$ cat config.mk
export PLATFORM = sky130hd
export DESIGN_NAME = pkt_queue_rd
export DESIGN_NICKNAME = d
export VERILOG_FILES = /design/src/rtl/pkt_queue_rd.sv
export SDC_FILE = /design/constraint.sdc
export NUM_CORES = 1
export LEC_CHECK = 0
export ABC_AREA = 0
export CORE_MARGIN = 4
export CORE_UTILIZATION = 30
export DETAILED_ROUTE_END_ITERATION = 8
export PLACE_DENSITY = 0.55
export SYNTH_ARGS = -nofsm -noshare
export SYNTH_HDL_FRONTEND = slang
export SYNTH_SLANG_ARGS = --single-unit
$ cat constraint.sdc
create_clock -name aclk -period 2.7 [get_ports aclk]
set_input_delay 0.81 -clock aclk [delete_from_list [all_inputs] [get_ports aclk]]
set_output_delay 0.81 -clock aclk [all_outputs]
set_load 0.005 [all_outputs]
$ cat src/rtl/pkt_queue_rd.sv
// pkt_queue_rd: read side of the packet store-and-forward queue.
//
// The write side fills a dual-port RAM with words {valid, data, last, mty}. It
// publishes commit_ptr, which only moves past words that belong to complete
// packets. This block reads committed words through RAM port B, which has one
// cycle of read latency. It replays them as an AXI-stream master with full
// tready backpressure, and it hands rd_ptr back to the write side for full
// detection.
//
// Ports
//   aclk, areset        clock (shared with RAM port B); synchronous active-high reset
//   commit_ptr          one past the last committed word; MSB is the wrap bit
//   rd_ptr              next word to read; MSB is the wrap bit
//   ram_addrb           RAM port B address
//   ram_doutb           RAM port B data, one cycle after ram_addrb
//   m_axis_*            AXI-stream master (tvalid/tdata/tlast/tuser_mty, tready in)
//   pkt_cnt             count of tlast handshakes, wraps at 2^32
//   fmt_err             sticky; a word read from RAM had its valid bit clear
module pkt_queue_rd #(
  parameter int unsigned DATA_W = 8,
  parameter int unsigned MTY_W  = 8,
  parameter int unsigned ADDR_W = 6,
  parameter int unsigned WORD_W = DATA_W + MTY_W + 2
) (
  input  logic              aclk,
  input  logic              areset,
  input  logic [ADDR_W:0]   commit_ptr,
  output logic [ADDR_W:0]   rd_ptr,
  output logic [ADDR_W-1:0] ram_addrb,
  input  logic [WORD_W-1:0] ram_doutb,
  output logic              m_axis_tvalid,
  output logic [DATA_W-1:0] m_axis_tdata,
  output logic              m_axis_tlast,
  output logic [MTY_W-1:0]  m_axis_tuser_mty,
  input  logic              m_axis_tready,
  output logic [31:0]       pkt_cnt,
  output logic              fmt_err
);

  typedef enum logic [0:0] {StIdle, StInPkt} pkt_state_e;

  // Read pointer and the one-deep read pipeline
  logic [ADDR_W:0] rd_ptr_q;
  logic            rd_pend_q;   // a read was issued last cycle; its word is on ram_doutb now

  // Two-entry output buffer: the head entry is the registered m_axis outputs,
  // and the skid entry holds a second word while the head is stalled.
  logic              out_valid_q, out_valid_d;
  logic [DATA_W-1:0] out_data_q, out_data_d;
  logic              out_last_q, out_last_d;
  logic [MTY_W-1:0]  out_mty_q, out_mty_d;
  logic              skid_valid_q, skid_valid_d;
  logic [DATA_W-1:0] skid_data_q, skid_data_d;
  logic              skid_last_q, skid_last_d;
  logic [MTY_W-1:0]  skid_mty_q, skid_mty_d;

  logic [31:0] pkt_cnt_q;
  logic        fmt_err_q;
  pkt_state_e  pkt_state_q;

  logic              empty;
  logic              pop;
  logic              issue;
  logic [1:0]        occ_after;
  logic [1:0]        ahead;
  logic              cap_ok;
  logic [DATA_W-1:0] cap_data;
  logic              cap_last;
  logic [MTY_W-1:0]  cap_mty;

  assign empty = (rd_ptr_q == commit_ptr);
  assign pop   = out_valid_q & m_axis_tready;

  // Words still buffered once this cycle's beat (if any) has left, plus the
  // read in flight. Counting net of the departing beat keeps one beat per
  // cycle with only two entries, and still never holds more than two words.
  always_comb begin
    occ_after = {1'b0, out_valid_q} + {1'b0, skid_valid_q} - {1'b0, pop};
    ahead     = occ_after + {1'b0, rd_pend_q};
  end

  assign issue = !empty && (ahead < 2'd2);

  assign cap_ok   = ram_doutb[WORD_W-1];
  assign cap_data = ram_doutb[DATA_W+MTY_W:MTY_W+1];
  assign cap_last = ram_doutb[MTY_W];
  assign cap_mty  = ram_doutb[MTY_W-1:0];

  // Buffer next state. A word that arrives from RAM goes to the head when the
  // head is free, or is being vacated with nothing in skid. Otherwise it goes
  // to skid. Order is preserved because skid always drains into the head first.
  always_comb begin
    out_valid_d  = out_valid_q;
    out_data_d   = out_data_q;
    out_last_d   = out_last_q;
    out_mty_d    = out_mty_q;
    skid_valid_d = skid_valid_q;
    skid_data_d  = skid_data_q;
    skid_last_d  = skid_last_q;
    skid_mty_d   = skid_mty_q;
    if (pop) begin
      if (skid_valid_q) begin
        out_valid_d = 1'b1;
        out_data_d  = skid_data_q;
        out_last_d  = skid_last_q;
        out_mty_d   = skid_mty_q;
        if (rd_pend_q) begin
          skid_data_d = cap_data;
          skid_last_d = cap_last;
          skid_mty_d  = cap_mty;
        end else begin
          skid_valid_d = 1'b0;
        end
      end else if (rd_pend_q) begin
        out_valid_d = 1'b1;
        out_data_d  = cap_data;
        out_last_d  = cap_last;
        out_mty_d   = cap_mty;
      end else begin
        out_valid_d = 1'b0;
      end
    end else if (rd_pend_q) begin
      if (!out_valid_q) begin
        out_valid_d = 1'b1;
        out_data_d  = cap_data;
        out_last_d  = cap_last;
        out_mty_d   = cap_mty;
      end else begin
        skid_valid_d = 1'b1;
        skid_data_d  = cap_data;
        skid_last_d  = cap_last;
        skid_mty_d   = cap_mty;
      end
    end
  end

  always_ff @(posedge aclk) begin
    if (areset) begin
      rd_ptr_q     <= '0;
      rd_pend_q    <= 1'b0;
      out_valid_q  <= 1'b0;
      out_data_q   <= '0;
      out_last_q   <= 1'b0;
      out_mty_q    <= '0;
      skid_valid_q <= 1'b0;
      skid_data_q  <= '0;
      skid_last_q  <= 1'b0;
      skid_mty_q   <= '0;
      fmt_err_q    <= 1'b0;
    end else begin
      if (issue) begin
        rd_ptr_q <= rd_ptr_q + (ADDR_W + 1)'(1);
      end
      rd_pend_q    <= issue;
      out_valid_q  <= out_valid_d;
      out_data_q   <= out_data_d;
      out_last_q   <= out_last_d;
      out_mty_q    <= out_mty_d;
      skid_valid_q <= skid_valid_d;
      skid_data_q  <= skid_data_d;
      skid_last_q  <= skid_last_d;
      skid_mty_q   <= skid_mty_d;
      // A malformed word is flagged but still forwarded.
      if (rd_pend_q && !cap_ok) begin
        fmt_err_q <= 1'b1;
      end
    end
  end

  // Packet-boundary tracker over output handshakes. It is kept for debug
  // visibility only and never gates reads.
  always_ff @(posedge aclk) begin
    if (areset) begin
      pkt_state_q <= StIdle;
      pkt_cnt_q   <= '0;
    end else if (pop) begin
      if (out_last_q) begin
        pkt_cnt_q <= pkt_cnt_q + 32'd1;
      end
      case (pkt_state_q)
        StIdle:  if (!out_last_q) pkt_state_q <= StInPkt;
        StInPkt: if (out_last_q) pkt_state_q <= StIdle;
        default: pkt_state_q <= StIdle;
      endcase
    end
  end

  assign rd_ptr           = rd_ptr_q;
  assign ram_addrb        = rd_ptr_q[ADDR_W-1:0];
  assign m_axis_tvalid    = out_valid_q;
  assign m_axis_tdata     = out_data_q;
  assign m_axis_tlast     = out_last_q;
  assign m_axis_tuser_mty = out_mty_q;
  assign pkt_cnt          = pkt_cnt_q;
  assign fmt_err          = fmt_err_q;

endmodule

==> summary.md <==
| Metric | Value |
|---|---|
| Worst Hold Class | reg2reg |
| Internal Power | about 2.4 mW |
| Status | complete, no violations |
| Final Hold Fails | 0 |
| Critical Path Start Type | primary input |
| Async SR Flop Fraction | 0 |
| Crit path max fanout | 3 |
| Post-DP HPWL | between 6 and 7 mm |
| Main area contributors after synthesis | dfxtp_1 45%, mux2i_1 10%, nor2_1 7.6% |
| Starting DRT DRC Count | 122 |
| Cells on worst reg2reg path | 5 |
| Number of global-route vias before repair | between 2000 and 3000 |
| R2R Path End | pkt_cnt[30] |
| Area fraction of the dominant cell type after synthesis | 0.4472 |
| Worst Skew | 0.006904 ns |
| Seq/Total Area, Yosys | 0.4472 |
| Max Root-Sink Buffers | 2 |
| # IOs | 92 |
| Commonest cells in the netlist | 77 x dfxtp_1, 70 x nor2_1, 36 x mux2i_1 |
| Total Routing Usage GR | 0.1311 |
| Critical path endpoint category | flop |
| RR Startpoint | pkt_cnt[12] |
| Skew-Pair Late Insertion Delay | 0.33 ns |
| Slew of the pin with the lowest slew margin | between 0.6 and 0.7 ns |
| EDFF count, synth | 0 |
| Main synth FF type | dfxtp_1 |
| Initial antenna violation count | 0 |
| Leak | 1.878 nW |
| Mapped Avg Cell Area | 9.024 µm² |
| Drt total wl | 8.485 mm |
| TritonCTS clock tree | yes |
| Logic pwr share | 0.182 |
| Worst Setup Path Type | in2reg |
| Final setup vio count | 0 |
| Drt pass-1 iters | 4 |
| Synth warn | 0 |
| Overflow after GRT | 0 |
| Die Y | 115.2 µm |
| Setup crit end | rd_ptr[4] |
| Max Fclk | a little under 400 MHz |
| CP Launch Point | m_axis_tready |
| NetSw | 0.8136 mW |
| Yosys top cell by area | dfxtp_1 |
| MaxCap Viol Count | 0 |
| Fin nets | 508 |
| DR DRC count | 0 |
| RSZ-0062 raised after global routing | no |
| Final-layout fill cell count | 1121 |
| First-pass GRT wire length | 14.10 mm |
| Clock share of power | 0.407 |
| Via density | 4.729 |
| Worst hold slack | 0.4677 ns |
| Avg WL per Cell | 13.69 µm |
| Crit path DAT | around 2.8 ns |
| Mapped Cells | 382 |
| Critical path required time | 2.91 ns |
| Die ar. | 13270 µm² |
| TritonCTS Buffers | 9 |
| Chip width | 115.2 µm |
| Initial Utilization | 0.3125 |
| Period utilization | 0.9584 |
| Cell Rows | 38 |
| Flop pwr share | 0.411 |
| Max VDD drop | 0.0003433 V |
| Reg2reg setup slack | around 0.43 ns |
| Core ar. | about 11000 µm² |
| Slew Viols, Final | 0 |
| Pin count of the biggest net entering global routing | 39 |
| Sequential cell area | 1541 µm² |
| Final Total Pwr | between 3 and 4 mW |
| Cell with the most instances after synthesis | dfxtp_1 |
| Flops & latches, synth | a little under 80 |
| Placer Congestion | around 0.76 |
| Synthesized Nets | 415 |
| Sw Share | 0.2529 |
| Minimum clock period | 2.588 ns |
| Layout cells sized above 1 | 0.08542 |
| Port bufs | 91 |
| Clk slew on worst S/H paths | 0.06 ns |
| Pwr Density | 657.0 nW/µm² |
| Layout area overhead | 42.03% |
| Hold_buf cts | 0 |
| # H-tree levels | 3 |
| Root buffer cell | clkbuf_16 |
| Vias post-DR | around 2900 |
| Antenna-violating nets left | 0 |
| Netlist Area Pre-Place | 3447 µm² |
| Unique masters post-synth | 34 |
| Slew headroom | 0.5410 |
| # diodes | 0 |
| Multi-input gate area | roughly 1800 µm² |
| Clock sinks | 77 |
| Postcts setup bufs | 0 |
| Post-CTS resize count | 0 |
==> final cells by class <==
| type | instances | share of cell area |
|---|---|---|
| inverter | 10 | 0.007667 |
| timing repair buffer | 106 | 0.2131 |
| tap | 140 | 0.03578 |
| multi-input combinational | 271 | 0.3619 |
| clock buffer | 11 | 0.04958 |
| sequential | 77 | 0.3148 |
| clock inverter | 5 | 0.01712 |
==> metal layers <==
metal	share of wire	track usage	up-vias
met5	0	0	-
met4	0.013	0.05164	0
met3	0.053	0.03000	9
met2	0.44	0.1975	68
met1	0.50	0.1815	1340
li1	-	-	1515
==> power groups by stage <==
| stage | clock [mW] | sequential, mW | combinational, mW |
|---|---|---|---|
| floorplan | 0 | 1.33 | 0.295 |
| global placement | 0 | 1.34 | 0.574 |
| detailed placement | 0 | 1.35 | 0.581 |
| CTS | 1.35 | 1.32 | 0.584 |
| global route | 1.39 | 1.34 | 0.649 |
| finish | 1.31 | 1.32 | 0.586 |
==> cells in the final DEF, fill, tap and decap left out, drive strengths merged, types with 12 or more instances in the layout <==
| cell | Yosys | routed |
|---|---|---|
| a211oi | 19 | 19 |
| dfxtp | 77 | 77 |
| xor2 | 16 | 16 |
| nor3 | 12 | 12 |
| nand2 | 15 | 15 |
| nand3 | 14 | 14 |
| xnor2 | 18 | 18 |
| nor2 | 70 | 70 |
| mux2i | 36 | 36 |
| buf | 10 | 16 |
| clkdlybuf4s50 | 0 | 90 |
==> sequential cells by signal, summed over array words and instances, names as in the netlist, 7 cells and up <==
| name | count |
|---|---|
| skid_data_q | 8 |
| rd_ptr | 7 |
| m_axis_tdata | 8 |
| pkt_cnt | 32 |
| skid_mty_q | 8 |
| m_axis_tuser_mty | 8 |
==> how the worst min path moves through the flow <==
stage,start,end,slack [ns],cells after the start
final,fmt_err,fmt_err,0.47,2
after global routing,m_axis_tuser_mty[2],m_axis_tuser_mty[2],0.52,2
after CTS,fmt_err,fmt_err,0.48,2
after detailed placement,fmt_err,fmt_err,0.47,2
after global placement,fmt_err,fmt_err,0.46,2
after floorplan,skid_data_q[0],skid_data_q[0],0.46,2
==> worst max-delay path, stage by stage <==
cell and delay [ns]:
clkdlybuf4s50_1 0.48, nand2_1 0.08, ha_1 0.29, ha_1 0.29, a21oi_2 0.19, xnor2_2 0.16, a21oi_2 0.06, nand4_1 0.12
mux2_2 0.33
==> kinds of logic after synthesis <==
| family | share of synthesized area |
|---|---|
| buf+inv | 0.04464 |
| compound gates | 0.08131 |
| flops | 0.4472 |
| mux | 0.1078 |
| fa+ha+maj | 0.01815 |
| xor+xnor | 0.08639 |
| simple gates | 0.2145 |
==> metrics by stage <==
step           utilization  instances  setup WS [ns]  TNS [ns]  instance area [µm²]
6_report            0.4439        620         0.1123         0                 4896
3_3_place_gp        0.4129        604        -0.2583    -1.754                 4554
4_1_cts             0.4425        620        0.06097         0                 4881
3_5_place_dp        0.4129        604        -0.2849    -2.121                 4554
5_1_grt             0.4439        620        0.02227         0                 4896
2_1_floorplan            -        382        0.07416         0                 3447
No activity file was read; power rests on OpenSTA's default activity.
